File: config.mk
export PLATFORM = sky130hd
export DESIGN_NAME = moving_average_ctrl
export DESIGN_NICKNAME = d
export VERILOG_FILES = /design/src/rtl/moving_average_pkg.sv /design/src/rtl/ma_qual_delay.sv /design/src/rtl/moving_average_ctrl.sv
export SDC_FILE = /design/constraint.sdc
export NUM_CORES = 1
export LEC_CHECK = 0
export BUFFER_PORTS_ARGS = -buffer_cell sky130_fd_sc_hd__buf_4
export CAP_MARGIN = 40
export CELL_PAD_IN_SITES_DETAIL_PLACEMENT = 1
export CELL_PAD_IN_SITES_GLOBAL_PLACEMENT = 1
export CORE_ASPECT_RATIO = 1.1
export CORE_MARGIN = 3
export CORE_UTILIZATION = 39
export CTS_BUF_LIST = sky130_fd_sc_hd__clkbuf_16
export CTS_CLUSTER_SIZE = 30
export DETAILED_ROUTE_END_ITERATION = 8
export GPL_ROUTABILITY_DRIVEN = 0
export PLACE_DENSITY = 0.72
export SLEW_MARGIN = 20
export SYNTH_ARGS = -nofsm -noshare
export SYNTH_HDL_FRONTEND = slang
export SYNTH_SLANG_ARGS = --single-unit
export TNS_END_PERCENT = 30
File: constraint.sdc
create_clock -name clk -period 2.25 [get_ports clk]
set_input_delay 0.3375 -clock clk [delete_from_list [all_inputs] [get_ports clk]]
set_output_delay 0.3375 -clock clk [all_outputs]
set_load 0.01 [all_outputs]
File: src/rtl/moving_average_pkg.sv
// Shared types and constants for the moving-average filter bank controller.
// Select encodings, required window depths and the select-to-depth map.
package moving_average_pkg;

  typedef enum logic [1:0] {
    WARMUP = 2'd0,
    CLEAR  = 2'd1,
    RUN    = 2'd2
  } state_e;

  localparam logic [1:0] SEL_W2   = 2'b00;
  localparam logic [1:0] SEL_W4   = 2'b01;
  localparam logic [1:0] SEL_W8   = 2'b10;
  localparam logic [1:0] SEL_CASC = 2'b11;

  localparam int CNT_W = 4;

  localparam logic [CNT_W-1:0] DEPTH_W2   = 4'd2;
  localparam logic [CNT_W-1:0] DEPTH_W4   = 4'd4;
  localparam logic [CNT_W-1:0] DEPTH_W8   = 4'd8;
  localparam logic [CNT_W-1:0] DEPTH_CASC = 4'd9;

  // Cascade needs one extra sample to prime its 2-tap stage.
  function automatic logic [CNT_W-1:0] depth_of(input logic [1:0] sel);
    logic [CNT_W-1:0] d;
    d = DEPTH_W2;
    case (sel)
      SEL_W2:   d = DEPTH_W2;
      SEL_W4:   d = DEPTH_W4;
      SEL_W8:   d = DEPTH_W8;
      SEL_CASC: d = DEPTH_CASC;
      default:  d = DEPTH_W2;
    endcase
    return d;
  endfunction

endpackage

File: src/rtl/ma_qual_delay.sv
// Qualifier delay line: one bit per cycle, two read taps, sync flush.
// Tap N returns the bit pushed N cycles earlier.
module ma_qual_delay #(
  parameter int DEPTH = 4,
  parameter int TAP_A = 2,
  parameter int TAP_B = 4
) (
  input  logic clk,
  input  logic reset,
  input  logic flush_i,
  input  logic bit_i,
  output logic tap_a_o,
  output logic tap_b_o
);

  logic [DEPTH-1:0] line_q;
  logic [DEPTH-1:0] line_d;

  always_comb begin
    line_d = '0;
    if (!flush_i) begin
      line_d[0] = bit_i;
      for (int i = 1; i < DEPTH; i++) begin
        line_d[i] = line_q[i-1];
      end
    end
  end

  always_ff @(posedge clk) begin
    if (reset) begin
      line_q <= '0;
    end else begin
      line_q <= line_d;
    end
  end

  assign tap_a_o = line_q[TAP_A-1];
  assign tap_b_o = line_q[TAP_B-1];

endmodule

File: src/rtl/moving_average_ctrl.sv
// Sequencer for the moving-average bank: select register, clear and
// warm-up, strobe gating and output-strobe qualification.
import moving_average_pkg::*;

module moving_average_ctrl #(
  parameter int CLEAR_CYCLES = 2,
  parameter int LAT_SINGLE   = 2,
  parameter int LAT_CASCADE  = 4
) (
  input  logic       clk,
  input  logic       reset,
  input  logic       cfg_req_i,
  input  logic [1:0] cfg_sel_i,
  output logic       cfg_ack_o,
  input  logic       strobe_i,
  output logic       filt_strobe_o,
  output logic       filt_clear_o,
  output logic [1:0] filt_sel_o,
  input  logic       filt_strobe_i,
  output logic       out_valid_o,
  output logic       busy_o,
  output logic       drop_o
);

  localparam int QDEPTH =
    (LAT_SINGLE > LAT_CASCADE) ? LAT_SINGLE : LAT_CASCADE;
  localparam int CW =
    (CLEAR_CYCLES > 1) ? $clog2(CLEAR_CYCLES) : 1;
  localparam logic [CW-1:0] CLR_LAST = CW'(CLEAR_CYCLES - 1);

  state_e           state_q, state_d;
  logic [1:0]       sel_q, sel_d;
  logic [CNT_W-1:0] cnt_q, cnt_d;
  logic [CW-1:0]    clr_q, clr_d;

  logic [CNT_W-1:0] depth;
  logic [CNT_W-1:0] cnt_inc;
  logic             accept;
  logic             fwd;
  logic             drop;
  logic             last_clr;
  logic             qual_bit;
  logic             tap_s;
  logic             tap_c;

  assign depth   = depth_of(sel_q);
  assign cnt_inc = cnt_q + 1'b1;

  always_comb begin
    state_d  = state_q;
    sel_d    = sel_q;
    cnt_d    = cnt_q;
    clr_d    = clr_q;
    accept   = 1'b0;
    fwd      = 1'b0;
    drop     = 1'b0;
    last_clr = 1'b0;
    qual_bit = 1'b0;
    unique case (state_q)
      CLEAR: begin
        drop = strobe_i;
        if (clr_q == CLR_LAST) begin
          last_clr = 1'b1;
          state_d  = WARMUP;
          cnt_d    = '0;
          clr_d    = '0;
        end else begin
          clr_d = clr_q + 1'b1;
        end
      end
      WARMUP, RUN: begin
        if (cfg_req_i) begin
          accept  = 1'b1;
          drop    = strobe_i;
          sel_d   = cfg_sel_i;
          clr_d   = '0;
          state_d = CLEAR;
        end else if (strobe_i) begin
          fwd = 1'b1;
          if (state_q == RUN) begin
            qual_bit = 1'b1;
          end else if (cnt_inc >= depth) begin
            // D-th sample since the clear: window now fully real.
            qual_bit = 1'b1;
            cnt_d    = depth;
            state_d  = RUN;
          end else begin
            cnt_d = cnt_inc;
          end
        end
      end
      default: begin
        state_d = WARMUP;
      end
    endcase
  end

  always_ff @(posedge clk) begin
    if (reset) begin
      state_q <= WARMUP;
      sel_q   <= SEL_W2;
      cnt_q   <= '0;
      clr_q   <= '0;
    end else begin
      state_q <= state_d;
      sel_q   <= sel_d;
      cnt_q   <= cnt_d;
      clr_q   <= clr_d;
    end
  end

  ma_qual_delay #(
    .DEPTH (QDEPTH),
    .TAP_A (LAT_SINGLE),
    .TAP_B (LAT_CASCADE)
  ) u_qual (
    .clk     (clk),
    .reset   (reset),
    .flush_i (accept),
    .bit_i   (qual_bit),
    .tap_a_o (tap_s),
    .tap_b_o (tap_c)
  );

  assign filt_strobe_o = fwd;
  assign drop_o        = drop;
  assign cfg_ack_o     = last_clr;
  assign filt_clear_o  = (state_q == CLEAR);
  assign busy_o        = (state_q != RUN);
  assign filt_sel_o    = sel_q;
  assign out_valid_o   = filt_strobe_i &
                         ((sel_q == SEL_CASC) ? tap_c : tap_s);

endmodule

* Word level (Yosys, flattened, before mapping)
Cells that the tools add are included.
Storage, ports and cells: register bits 13, latch bits 0, RAM bits 0, ROM bits 0, input port bits 7, output and inout port bits 8, word-level logic and storage cells 64, memories kept 0
Operators by class: add/subtract/negate cells 2, multiply operators 0, divide/modulo/power cells 0, magnitude comparators 1, equality and inequality tests 14, shifts and indexed selects 0, multiplexer cells 28, bitwise logic cells 3, reductions and logical operators 10
Operators by type and width (count):
- two-way mux 4 bit | 5
- one-hot mux 4 bit (4 select lines) | 1
- two-way mux 1 bit | 13
- two-way mux 2 bit | 5
- inequality test 2 bit (second input constant) | 5
- inequality test 3 bit (second input constant) | 3
- one-hot mux 4 bit (2 select lines) | 1
- equality test 2 bit (second input constant) | 3
- AND reduction 5 bit | 1
- OR reduction 5 bit | 1
- adder 4 x 1 -> 4 bit (second input constant) | 1
- equality test 2 x 1 -> 1 bit (second input constant) | 2
- greater-or-equal comparator 4 bit | 1
- logical NOT 2 bit | 2
- one-hot mux 1 bit (2 select lines) | 2
- one-hot mux 2 bit (2 select lines) | 1
- AND reduction 2 bit | 2
- AND reduction 4 bit | 1
- OR reduction 2 bit | 2
- inequality test 2 x 1 -> 1 bit (second input constant) | 1
- inverter 1 bit | 2
- nonzero test 2 bit | 1
- adder 1 bit (second input constant) | 1
- bitwise AND 1 bit | 1

* Depth between registers and ports, before layout
Gate-level depths: netlist of run 1.
depth after elaboration 8, gate-level depth with buffers 7, mapped depth without buffers 7

* By module
Synthesis of run 1 repeated with hierarchy kept, for this count alone.
Second synthesis, totals: cells, all modules 81, area total of the unflattened synthesis 747.0 um2
By module, submodules not included:
- moving_average_ctrl | instances 1, cells each 73, area an instance 636.9 um2, sequential area each 180.2 um2
- ma_qual_delay | instances 1, cells each 8, area an instance 110.1 um2, sequential area each 80.1 um2

* Worst setup path before layout of run 1
No wires, ideal clock.
path kind reg2reg, start reg cnt_q[0], end reg cnt_q[1], library setup time 141 ps, arrival 1873 ps, required time 2109 ps, slack 237 ps, cell stages (with the launch flop) 8, buffers on the path 0, period minus slack after synthesis 2013 ps, cell sequence dfxtp_1 ha_1 xor2_1 ha_1 or2_2 a21oi_1 or2_2 o311ai_0
Between the ends: longest elaborated chain between the ends 7
Ends and longest elaborated chain:
- from (decl) | RTL line moving_average_ctrl.sv:33 | logic [CNT_W-1:0] cnt_q, cnt_d;
- from (signal assigned) | RTL line moving_average_ctrl.sv:107 | cnt_q <= cnt_d;
- adder 4 x 1 -> 4 bit (*) | RTL line moving_average_ctrl.sv:47 | assign cnt_inc = cnt_q + 1'b1;
- greater-or-equal comparator 4 bit | RTL line moving_average_ctrl.sv:82 | end else if (cnt_inc >= depth) begin
- two-way mux 4 bit (*) | RTL line moving_average_ctrl.sv:82
- two-way mux 4 bit (*) | RTL line moving_average_ctrl.sv:80 | if (state_q == RUN) begin
- two-way mux 4 bit (*) | RTL line moving_average_ctrl.sv:78 | end else if (strobe_i) begin
- two-way mux 4 bit (*) | RTL line moving_average_ctrl.sv:72 | if (cfg_req_i) begin
- one-hot mux 4 bit (2 select lines) (*) | RTL line moving_average_ctrl.sv:59 | unique case (state_q)
Every way passes the cells marked *; elsewhere a longest branch is shown, timed or not. The select of a mux whose other input is x is not followed. A chain may end at the register's enable or synchronous reset.

* Worst setup path after layout of run 1
start reg cnt_q[0], end reg cnt_q[3]
Same word-level chain as after synthesis.

==> results of run 1 <==
## layer usage
layer	track usage [%]	vias up
met2	26.9	12
li1	-	343
met5	0	-
met1	22.3	290
met4	8.07	0
met3	5.50	5
## how the worst max path moves through the flow
stage / startpoint / to / depth (start not counted)
finish: cnt_q[0] / cnt_q[3] / 8
global route: cnt_q[2] / cnt_q[3] / 7
CTS: cnt_q[0] / cnt_q[3] / 8
detailed placement: cnt_q[0] / cnt_q[3] / 8
global placement: cnt_q[0] / cnt_q[3] / 8
floorplan: cnt_q[0] / cnt_q[1] / 7
## synthesized netlist by cell type (2+ instances only)
master	instances	area share [%]
sky130_fd_sc_hd__inv_1	4	2.0
sky130_fd_sc_hd__nor3b_1	2	2.0
sky130_fd_sc_hd__o21a_1	2	2.0
sky130_fd_sc_hd__xnor2_1	2	2.3
sky130_fd_sc_hd__a21oi_1	4	2.6
sky130_fd_sc_hd__nand2_1	8	4.0
sky130_fd_sc_hd__nor3_1	4	2.6
sky130_fd_sc_hd__o311ai_0	2	2.3
sky130_fd_sc_hd__or2_2	3	2.5
sky130_fd_sc_hd__and2_1	3	2.5
sky130_fd_sc_hd__ha_1	5	8.3
sky130_fd_sc_hd__nor2_1	10	5.0
sky130_fd_sc_hd__dfxtp_1	13	34
sky130_fd_sc_hd__o211ai_1	3	3.0
## final cells by class
class                   count  area (um^2)
clock buffers               3         75.1
clock inverters             1         3.75
fillers                   229          850
inverters                   4         15.0
multi-input cells          66          455
flip-flops and latches     13          260
well taps                  18         22.5
repair buffers             16          120
## worst max-delay path: cells and delay by family (launching register included)
kind	cells	cell delay (ns)
adder cells (fa/ha/maj)	2	0.51
AND/OR/NAND/NOR	2	0.40
AO/OA/AOI/OAI	2	0.40
flip-flops	1	0.34
buffers and inverters	1	0.16
XOR/XNOR	1	0.15
## registers in the layout, summed over array words and instances, names as in the netlist
register       cells
clr_q              1
cnt_q              4
state_q            2
filt_sel_o         2
u_qual.line_q      4
## power groups by stage
stage / Combinational, mW / Sequential (mW) / Clock (mW)
floorplan: 0.0974 / 0.256 / 0
global placement: 0.141 / 0.262 / 0
detailed placement: 0.143 / 0.263 / 0
CTS: 0.146 / 0.259 / 0.342
global route: 0.160 / 0.261 / 0.356
finish: 0.145 / 0.259 / 0.335
## logic make-up (layout without fill, tap and decap cells)
group                      count (synthesis)  count (layout)  synth area share [%]
and+or+nand+nor                           40              40                  29.5
AOI/OAI and AO/OA                         17              17                  17.5
DFF                                       13              13                  34.3
buffers and inverters                      8              24                  5.61
adders and majority gates                  5               5                  8.25
xor gates and xnor gates                   3               3                  3.47
muxes                                      1               1                  1.32
==> impl_summary.log, run 1 <==
INFO  metric fp.dieW = roughly 48 um
INFO  metric worstHoldPathCells = 2
INFO  metric critPathKind = reg -> reg
INFO  metric unrepaired_setup_endpoints_after_global_routing = false
INFO  metric avgRoutedWirePerCell = approximately 15 um
INFO  metric dp_cells = between 100 and 150
INFO  metric startpoint_type = register
INFO  metric first_global_vias = 674
INFO  metric hold_buffers = 0
INFO  metric gr-total-overflow = 0
INFO  metric report.final.hold_viol_count = 0
INFO  metric layout_setup_ws = about 0.18 ns
INFO  metric root_buffer = sky130_fd_sc_hd__clkbuf_16
INFO  metric grt_usage = between 10% and 20%
INFO  metric num_vias = 650
INFO  metric share_comb_of_total_power = 19.6%
INFO  metric post_cts_resized = 0
INFO  metric layout-area-overhead-vs-synth = 25.6%
INFO  metric min-delay-path-class = in -> reg
INFO  metric tritoncts = done
INFO  metric synth.avg_cell_area = 8.72 um^2
INFO  metric timing.setup.tns = 0 ns
INFO  metric critical_path.max_fanout = 8
INFO  metric fmax = 0.483 GHz
INFO  metric clkPwrFrac = 45.4%
INFO  metric slew_viol_final = 0
INFO  metric remaining_drc_errors = 0
INFO  metric dpl-instance-area = 873 um^2
INFO  metric numCtsBuffers = 3
INFO  metric syn-instance-count = between 80 and 90
INFO  metric yosys_warnings = 0
INFO  metric drt_iter0_markers = 5
INFO  metric cts.repair_timing.setup_buffer_count = 0
INFO  metric arrival = around 2.2 ns
INFO  metric worst_setup_path_end_kind = register
INFO  metric start_util = between 40% and 50%
INFO  metric worst_ir_drop_vdd = roughly 460 uV
INFO  metric max_slew_margin = between 70% and 80%
INFO  metric critical_path_cell_with_the_highest_stage_delay = sky130_fd_sc_hd__dfxtp_1
INFO  metric grt_start_max_net_pins = 10
INFO  metric wirelength_met1 = 818 um
INFO  metric drt_wl_total = around 1.8 mm
INFO  metric pwr-share-seq = 35.0%
INFO  metric r2r_cells = 8
INFO  metric final_core_utilization = between 50 and 60%
INFO  metric worst_skew_pair_later_pin_latency = between 0.2 and 0.25 ns
INFO  metric floorplan.die.height = around 52 um
INFO  metric routed-wl-met2 = ~880 um
INFO  metric timing.reg2reg.setup_slack = approximately 0.18 ns
INFO  metric power.leakage = a little over 0.4 nW
INFO  metric p_int = 548 uW
INFO  metric finalClockSkew = 0.00329 ns
INFO  metric p_per_cell_area = 776 nW/um^2
INFO  metric cts.sink_count = 13
INFO  metric synth-seq-area-share = approximately a third
INFO  metric firstDrtPassIters = 3
INFO  metric drt.antenna.violating_nets = 0
INFO  metric fin_crit_sh = between 90% and 100%
INFO  metric placement.setup.worst_slack = roughly 0.19 ns
INFO  metric finalSetupViolCount = 0
INFO  metric finalWorstPathRequiredPeriod = 2.07 ns
INFO  metric layout_common_cells = sky130_fd_sc_hd__buf_4, sky130_fd_sc_hd__dfxtp_1, sky130_fd_sc_hd__nor2_1
INFO  metric design.die.area = approximately 2500 um^2
INFO  metric cp_cell_sequence = ha_1 -> xor2_1 -> ha_1 -> or2_2 -> a21oi_1 -> buf_4 -> or2_2 -> o311ai_0
INFO  metric fraction_of_power_spent_switching_nets = between 20% and 30%
INFO  metric syn-num-nets = slightly below 100
INFO  metric max-cap-violations = 0
INFO  metric mostFrequentLayoutCell = sky130_fd_sc_hd__buf_4
INFO  metric layout.cell_area.non_filler = between 900 and 1000 um^2
INFO  metric max-clock-path-buffers = 2
INFO  metric final.hold.worst_slack = around 0.33 ns
INFO  metric nNetsFinal = roughly 120
INFO  metric crit-reg2reg-capture = cnt_q[3]
INFO  metric dp_hpwl = roughly 1.4 mm
INFO  metric yosys_register_bits = 13
INFO  metric numPortBuffers = 14
INFO  metric clkSlewWorstSetupHoldPaths = ~0.05 ns
INFO  metric r2r-start = cnt_q[0]
INFO  metric number_of_flops_mapped_to_enable_cells_by_yosys = 0
INFO  metric synth_async_sr_flop_share = 0%
INFO  metric grt_antenna_before_repair = 0
INFO  metric synth_ff_type = sky130_fd_sc_hd__dfxtp_1
INFO  metric slowest_delay = between 0.3 and 0.4 ns
INFO  metric detail_route.vias_per_cell = between 5 and 6
INFO  metric grt_first_pass_wirelength = slightly above 3 mm
INFO  metric synth.distinct_cells = 36
INFO  metric coreArea = 1800 um^2
INFO  metric io_pins = 15
INFO  metric worst_hold_startpoint = reset
INFO  metric htreeDepth = 1
INFO  metric num_rows = 16
INFO  metric synth.cell_area = between 700 and 800 um^2
INFO  metric run_status = completed
INFO  metric switching_power = approximately 190 uW
INFO  metric layoutNonFillerInstCount = 121
INFO  metric antenna_cells_inserted = 0
INFO  metric route.met3.wl = approximately 73 um
INFO  metric post_route_cells_drive_above_1_share = between 20% and 30%
INFO  metric power.total = ~740 uW
INFO  metric min_delay_worst_endpoint = clr_q
INFO  metric required = between 2 and 2.5 ns
INFO  metric top_layer = met4
INFO  metric max_slew.worst_pin.slew = approximately 0.42 ns
No activity file was read; power rests on OpenSTA's default activity.
==> run 2, diff against run 1 <==
--- a/config.mk
+++ b/config.mk
@@ -11,12 +11,12 @@
 export CELL_PAD_IN_SITES_GLOBAL_PLACEMENT = 1
 export CORE_ASPECT_RATIO = 1.1
 export CORE_MARGIN = 3
-export CORE_UTILIZATION = 39
+export CORE_UTILIZATION = 30
 export CTS_BUF_LIST = sky130_fd_sc_hd__clkbuf_16
 export CTS_CLUSTER_SIZE = 30
 export DETAILED_ROUTE_END_ITERATION = 8
 export GPL_ROUTABILITY_DRIVEN = 0
-export PLACE_DENSITY = 0.72
+export PLACE_DENSITY = 0.57
 export SLEW_MARGIN = 20
 export SYNTH_ARGS = -nofsm -noshare
 export SYNTH_HDL_FRONTEND = slang
==> run 2 against run 1 <==
Effect of this change: final cell count is 9.9% higher; highest routed layer unchanged; total power is 2.0% higher; worst hold slack better by 0.0049 ns; die area is 26% higher; clock skew is 0.0020 ns higher; cell area is 3.2% higher; global-route usage is 2.2 points lower; core utilization is 11 points lower; clock-buffer cell count stayed put; clock power hardly changed; largest power group unchanged; routed wire length is 11% higher; first-iteration DRC count grew to 2.8 times the previous value.
==> impl_summary.log, run 2 (synthesized netlist as in run 1, its figures left out) <==
INFO  metric numPortBuffers = 14
INFO  metric timing.setup.tns = 0 ns
INFO  metric tritoncts = done
INFO  metric layout-area-overhead-vs-synth = 29.5%
INFO  metric critical_path.top_delay_family = simple AND/OR/NAND/NOR gates
INFO  metric min-delay-path-class = in -> reg
INFO  metric start_util = about a third
INFO  metric max-cap-violations = 0
INFO  metric grt_start_max_net_pins = 10
INFO  metric required = between 2 and 2.5 ns
INFO  metric layout.cell_area.non_filler = 982 um^2
INFO  metric grt_antenna_before_repair = 0
INFO  metric cts.sink_count = 13
INFO  metric unrepaired_setup_endpoints_after_global_routing = false
INFO  metric clkPwrFrac = 44.3%
INFO  metric layout_setup_ws = ~0.18 ns
INFO  metric fraction_of_power_spent_switching_nets = about a quarter
INFO  metric worst_hold_startpoint = cfg_sel_i[1]
INFO  metric num-fill-cells = 265
INFO  metric switching_power = a little under 200 uW
INFO  metric nNetsFinal = roughly 120
INFO  metric worstHoldPathCells = 3
INFO  metric num_vias = approximately 690
INFO  metric p_per_cell_area = ~770 nW/um^2
INFO  metric htreeDepth = 1
INFO  metric worst_ir_drop_vdd = 434 uV
INFO  metric drt.antenna.violating_nets = 0
INFO  metric finalWorstPathRequiredPeriod = roughly 2.1 ns
INFO  metric remaining_drc_errors = 0
INFO  metric io_pins = 15
INFO  metric numCtsBuffers = 3
INFO  metric dp_hpwl = between 1.5 and 2 mm
INFO  metric report.final.hold_viol_count = 0
INFO  metric crit-reg2reg-capture = cnt_q[3]
INFO  metric timing.reg2reg.setup_slack = between 0.15 and 0.2 ns
INFO  metric critical_path_cell_with_the_highest_stage_delay = sky130_fd_sc_hd__dfxtp_1
INFO  metric cp_cell_sequence = nand3_1 -> xnor2_1 -> ha_1 -> a2111oi_4 -> buf_4 -> or2_2 -> o311ai_0
INFO  metric first_global_vias = around 750
INFO  metric drt_iter0_markers = 14
INFO  metric fp.dieW = 53.9 um
INFO  metric max-clock-path-buffers = 2
INFO  metric max_slew.worst_pin.slew = approximately 0.43 ns
INFO  metric gr-total-overflow = 0
INFO  metric fmax = a little under 0.5 GHz
INFO  metric power.leakage = ~0.4 nW
INFO  metric post_route_cells_drive_above_1_share = between 20 and 30%
INFO  metric grt_usage = between 10% and 20%
INFO  metric layout_common_cells = sky130_fd_sc_hd__buf_4, sky130_fd_sc_hd__dfxtp_1, sky130_fd_sc_hd__nor2_1
INFO  metric r2r-start = cnt_q[2]
INFO  metric design.die.area = between 3000 and 4000 um^2
INFO  metric firstDrtPassIters = 4
INFO  metric fin_crit_sh = between 90% and 100%
INFO  metric finalSetupViolCount = 0
INFO  metric root_buffer = sky130_fd_sc_hd__clkbuf_16
INFO  metric layout_top_registers = cnt_q x4, u_qual.line_q x4
INFO  metric slew_viol_final = 0
INFO  metric antenna_cells_inserted = 0
INFO  metric critical_path.max_fanout = 8
INFO  metric finalClockSkew = ~0.0053 ns
INFO  metric r2r_cells = 7
INFO  metric floorplan.die.height = 58.7 um
INFO  metric clkSlewWorstSetupHoldPaths = ~0.05 ns
INFO  metric worst_setup_path_end_kind = register
INFO  metric worst_skew_pair_later_pin_latency = between 0.2 and 0.25 ns
INFO  metric num_rows = 18
INFO  metric dpl-instance-area = 888 um^2
INFO  metric grt_first_pass_wirelength = 3.51 mm
INFO  metric slowest_delay = roughly 0.41 ns
INFO  metric min_delay_worst_endpoint = filt_sel_o[1]
INFO  metric pwr-share-seq = roughly 35%
INFO  metric detail_route.vias_per_cell = between 5 and 6
INFO  metric drt_wl_total = 2.00 mm
INFO  metric critPathKind = reg -> reg
INFO  metric mostFrequentLayoutCell = sky130_fd_sc_hd__buf_4
INFO  metric placement.setup.worst_slack = 0.158 ns
INFO  metric coreArea = approximately 2300 um^2
INFO  metric p_int = 556 uW
INFO  metric final_core_utilization = between 40% and 50%
INFO  metric timing.critical_path.buf_inv = 1
INFO  metric max_slew_margin = between 70% and 80%
INFO  metric cts.repair_timing.setup_buffer_count = 0
INFO  metric avgRoutedWirePerCell = approximately 15 um
INFO  metric arrival = 2.20 ns
INFO  metric share_comb_of_total_power = 21.2%
INFO  metric run_status = completed
INFO  metric startpoint_type = register
run 2: power groups by stage:
stage | Sequential [mW] | Combinational, mW | Clock, mW
after CTS | 0.259 | 0.153 | 0.345
after global routing | 0.262 | 0.178 | 0.356
final | 0.260 | 0.160 | 0.334
after floorplan | 0.256 | 0.0974 | 0
after detailed placement | 0.263 | 0.151 | 0
after global placement | 0.263 | 0.144 | 0
run 2: tightest hold or removal path, delay by kind of cell:
family          cells  cell delay [ns]
compound gates      1             0.05
simple gates        1             0.07
buf+inv             1             0.08
run 2: timing repair:
action,CTS,global route
endpoints found under the setup margin,0,1
resized for setup,0,3
hold buffers,0,0
run 2: area by class of cell:
type	count	area (um^2)	share of cell area [%]
Inverter	4	15.0	1.53
Tap cell	30	37.5	3.82
Timing Repair Buffer	16	120	12.2
Clock buffer	3	75.1	7.64
Sequential cell	13	263	26.8
Clock inverter	1	3.75	0.382
Multi-Input combinational cell	66	468	47.6
run 2: worst max-delay path by stage:
| stage | startpoint | endpoint | slack, ns | cells after the start |
|---|---|---|---|---|
| floorplan | cnt_q[0] | cnt_q[1] | 0.24 | 7 |
| global placement | cnt_q[0] | cnt_q[1] | 0.18 | 8 |
| detailed placement | cnt_q[0] | cnt_q[0] | 0.16 | 8 |
| CTS | cnt_q[0] | cnt_q[3] | 0.13 | 8 |
| global route | cnt_q[2] | cnt_q[3] | 0.005 | 7 |
| finish | cnt_q[2] | cnt_q[3] | 0.18 | 7 |
run 2: metrics by stage:
step           std cells  power [mW]  hold slack [ns]
3_3_place_gp         129       0.408            0.419
4_1_cts              133       0.757            0.336
3_5_place_dp         129       0.415            0.420
2_1_floorplan         87       0.354            0.406
5_1_grt              133       0.797            0.353
6_report             133       0.753            0.332
run 2: per-layer routing:
metal / vias to the layer above / part of all wire [%] / track usage, % / wire, um
li1: 345 / - / - / -
met1: 331 / 47 / 20.2 / 929
met2: 12 / 49 / 24.0 / 973
met3: 5 / 2.2 / 2.28 / 43
met4: 0 / 2.5 / 8.76 / 50
met5: - / 0 / 0 / 0
==> run 3, diff against run 2 <==
--- a/config.mk
+++ b/config.mk
@@ -8,7 +8,7 @@
 export BUFFER_PORTS_ARGS = -buffer_cell sky130_fd_sc_hd__buf_4
 export CAP_MARGIN = 40
 export CELL_PAD_IN_SITES_DETAIL_PLACEMENT = 1
-export CELL_PAD_IN_SITES_GLOBAL_PLACEMENT = 1
+export CELL_PAD_IN_SITES_GLOBAL_PLACEMENT = 2
 export CORE_ASPECT_RATIO = 1.1
 export CORE_MARGIN = 3
 export CORE_UTILIZATION = 30
@@ -16,7 +16,7 @@
 export CTS_CLUSTER_SIZE = 30
 export DETAILED_ROUTE_END_ITERATION = 8
 export GPL_ROUTABILITY_DRIVEN = 0
-export PLACE_DENSITY = 0.57
+export PLACE_DENSITY = 0.7
 export SLEW_MARGIN = 20
 export SYNTH_ARGS = -nofsm -noshare
 export SYNTH_HDL_FRONTEND = slang
==> run 3 against run 2 <==
Effect of this change: total power shrank 0.77%; critical endpoint unchanged; routed wire length fell by 4.0%; register-to-register slack better by 0.04 ns; critical path type unchanged; combinational power shrank 7%; core utilization decreased by 0.59 points; clock skew is 0.00056 ns higher; sequential power about the same; first-iteration DRC count down 21%; setup slack better by 0.040 ns; worst hold slack worse by 0.0032 ns.
==> impl_summary.log, run 3 (synthesized netlist as in run 1, its figures left out) <==
INFO  metric run_status = completed
INFO  metric floorplan.die.height = a little under 60 um
INFO  metric unrepaired_setup_endpoints_after_global_routing = false
INFO  metric first_global_vias = between 600 and 700
INFO  metric fin_crit_sh = 90.1%
INFO  metric share_comb_of_total_power = 19.9%
INFO  metric report.final.hold_viol_count = 0
INFO  metric start_util = between 30% and 40%
INFO  metric max_slew.worst_pin.slew = around 0.42 ns
INFO  metric fmax = slightly below 0.5 GHz
INFO  metric post_route_cells_drive_above_1_share = 28.2%
INFO  metric numCtsBuffers = 3
INFO  metric dpl-instance-area = slightly below 900 um^2
INFO  metric detail_route.vias_per_cell = between 5 and 6
INFO  metric max_slew_margin = a little under three quarters
INFO  metric nNetsFinal = 116
INFO  metric critPathKind = reg -> reg
INFO  metric slew_viol_final = 0
INFO  metric clkSlewWorstSetupHoldPaths = roughly 0.050 ns
INFO  metric num-fill-cells = around 290
INFO  metric arrival = ~2.2 ns
INFO  metric startpoint_type = register
INFO  metric timing.setup.tns = 0 ns
INFO  metric max-clock-path-buffers = 2
INFO  metric timing.critical_path.buf_inv = 1
INFO  metric finalClockSkew = around 0.0059 ns
INFO  metric remaining_drc_errors = 0
INFO  metric drt_wl_total = 1.92 mm
INFO  metric clkPwrFrac = a little under half
INFO  metric layout_common_cells = sky130_fd_sc_hd__buf_4, sky130_fd_sc_hd__dfxtp_1, sky130_fd_sc_hd__nor2_1
INFO  metric mostFrequentLayoutCell = sky130_fd_sc_hd__buf_4
INFO  metric avgRoutedWirePerCell = about 14 um
INFO  metric worst_ir_drop_vdd = 425 uV
INFO  metric p_per_cell_area = 772 nW/um^2
INFO  metric drt.antenna.violating_nets = 0
INFO  metric tritoncts = done
INFO  metric gr-total-overflow = 0
INFO  metric critical_path.max_fanout = 8
INFO  metric min-delay-path-class = in -> reg
INFO  metric fp.dieW = roughly 54 um
INFO  metric power.total = roughly 750 uW
INFO  metric critical_path.top_delay_family = adder cells
INFO  metric required = between 2 and 2.5 ns
INFO  metric root_buffer = sky130_fd_sc_hd__clkbuf_16
INFO  metric switching_power = between 150 and 200 uW
INFO  metric io_pins = 15
INFO  metric num_rows = 18
INFO  metric coreArea = roughly 2300 um^2
INFO  metric antenna_cells_inserted = 0
INFO  metric firstDrtPassIters = 3
INFO  metric cts.repair_timing.setup_buffer_count = 0
INFO  metric num_vias = around 680
INFO  metric layout.cell_area.non_filler = ~970 um^2
INFO  metric slowest_delay = around 0.35 ns
INFO  metric grt_start_max_net_pins = 10
INFO  metric grt_usage = ~14%
INFO  metric fraction_of_power_spent_switching_nets = approximately a quarter
INFO  metric critical_path_cell_with_the_highest_stage_delay = sky130_fd_sc_hd__dfxtp_2
INFO  metric placement.setup.worst_slack = 0.135 ns
INFO  metric grt_antenna_before_repair = 0
INFO  metric design.die.area = ~3200 um^2
INFO  metric cts.sink_count = 13
INFO  metric layout_setup_ws = about 0.22 ns
INFO  metric htreeDepth = 1
INFO  metric finalSetupViolCount = 0
INFO  metric dp_hpwl = approximately 1.5 mm
INFO  metric worst_setup_path_end_kind = register
INFO  metric numPortBuffers = 14
INFO  metric pwr-share-seq = 34.8%
INFO  metric power.leakage = roughly 0.41 nW
INFO  metric drt_iter0_markers = 11
INFO  metric finalWorstPathRequiredPeriod = a little over 2 ns
INFO  metric max-cap-violations = 0
INFO  metric grt_first_pass_wirelength = approximately 3.3 mm
INFO  metric p_int = around 550 uW
INFO  metric cp_cell_sequence = ha_1 -> xor2_1 -> ha_1 -> or2_2 -> a21oi_1 -> buf_4 -> or2_2 -> o311ai_0
INFO  metric worst_skew_pair_later_pin_latency = around 0.25 ns
INFO  metric layout_top_registers = cnt_q x4, u_qual.line_q x4
INFO  metric layout-area-overhead-vs-synth = 27.7%
-- run 3: what timing repair did --
action / 4_1_cts / 5_1_grt
hold buffers: 0 / 0
setup endpoints to repair: 0 / 2
hold endpoints to repair: 0 / 0
resized for setup: 0 / 2
-- run 3: stage by stage --
| stage | utilization, % | std cells | hold slack, ns |
|---|---|---|---|
| 6_report | 41.7 | 133 | 0.329 |
| 5_1_grt | 41.7 | 133 | 0.342 |
| 4_1_cts | 41.7 | 133 | 0.332 |
| 3_5_place_dp | 38.3 | 129 | 0.418 |
| 3_3_place_gp | 38.3 | 129 | 0.419 |
| 2_1_floorplan | - | 87 | 0.406 |
-- run 3: per-layer routing --
| layer | vias to the layer above | global-route usage (%) | wire, um | share of wire [%] |
|---|---|---|---|---|
| met4 | 0 | 7.66 | 31 | 1.6 |
| met3 | 4 | 4.05 | 71 | 3.7 |
| met5 | - | 0 | 0 | 0 |
| met2 | 11 | 20.2 | 903 | 47 |
| li1 | 345 | - | - | - |
| met1 | 317 | 19.7 | 909 | 47 |
-- run 3: final timing paths --
| check | start | to | cells past startpoint | slack [ns] |
|---|---|---|---|---|
| setup reg to reg | cnt_q[0] | cnt_q[3] | 8 | 0.22 |
| hold / removal | reset | clr_q | 2 | 0.33 |
| setup / recovery | cnt_q[0] | cnt_q[3] | 8 | 0.22 |
| hold reg to reg | u_qual.line_q[2] | u_qual.line_q[3] | 1 | 0.42 |
-- run 3: cell type report --
cell class	instances	area, um^2	share of cell area (%)
clock inverters	1	3.75	0.388
multi-input cells	66	455	47.0
inverters	4	15.0	1.55
repair buffers	16	120	12.4
clock buffers	3	75.1	7.75
flip-flops and latches	13	262	27.0
well taps	30	37.5	3.88
-- run 3: power groups by stage --
stage | clock (mW) | combinational [mW] | sequential, mW
finish | 0.339 | 0.149 | 0.260
global route | 0.354 | 0.165 | 0.263
CTS | 0.343 | 0.148 | 0.259
detailed placement | 0 | 0.146 | 0.264
floorplan | 0 | 0.0974 | 0.256
global placement | 0 | 0.145 | 0.263
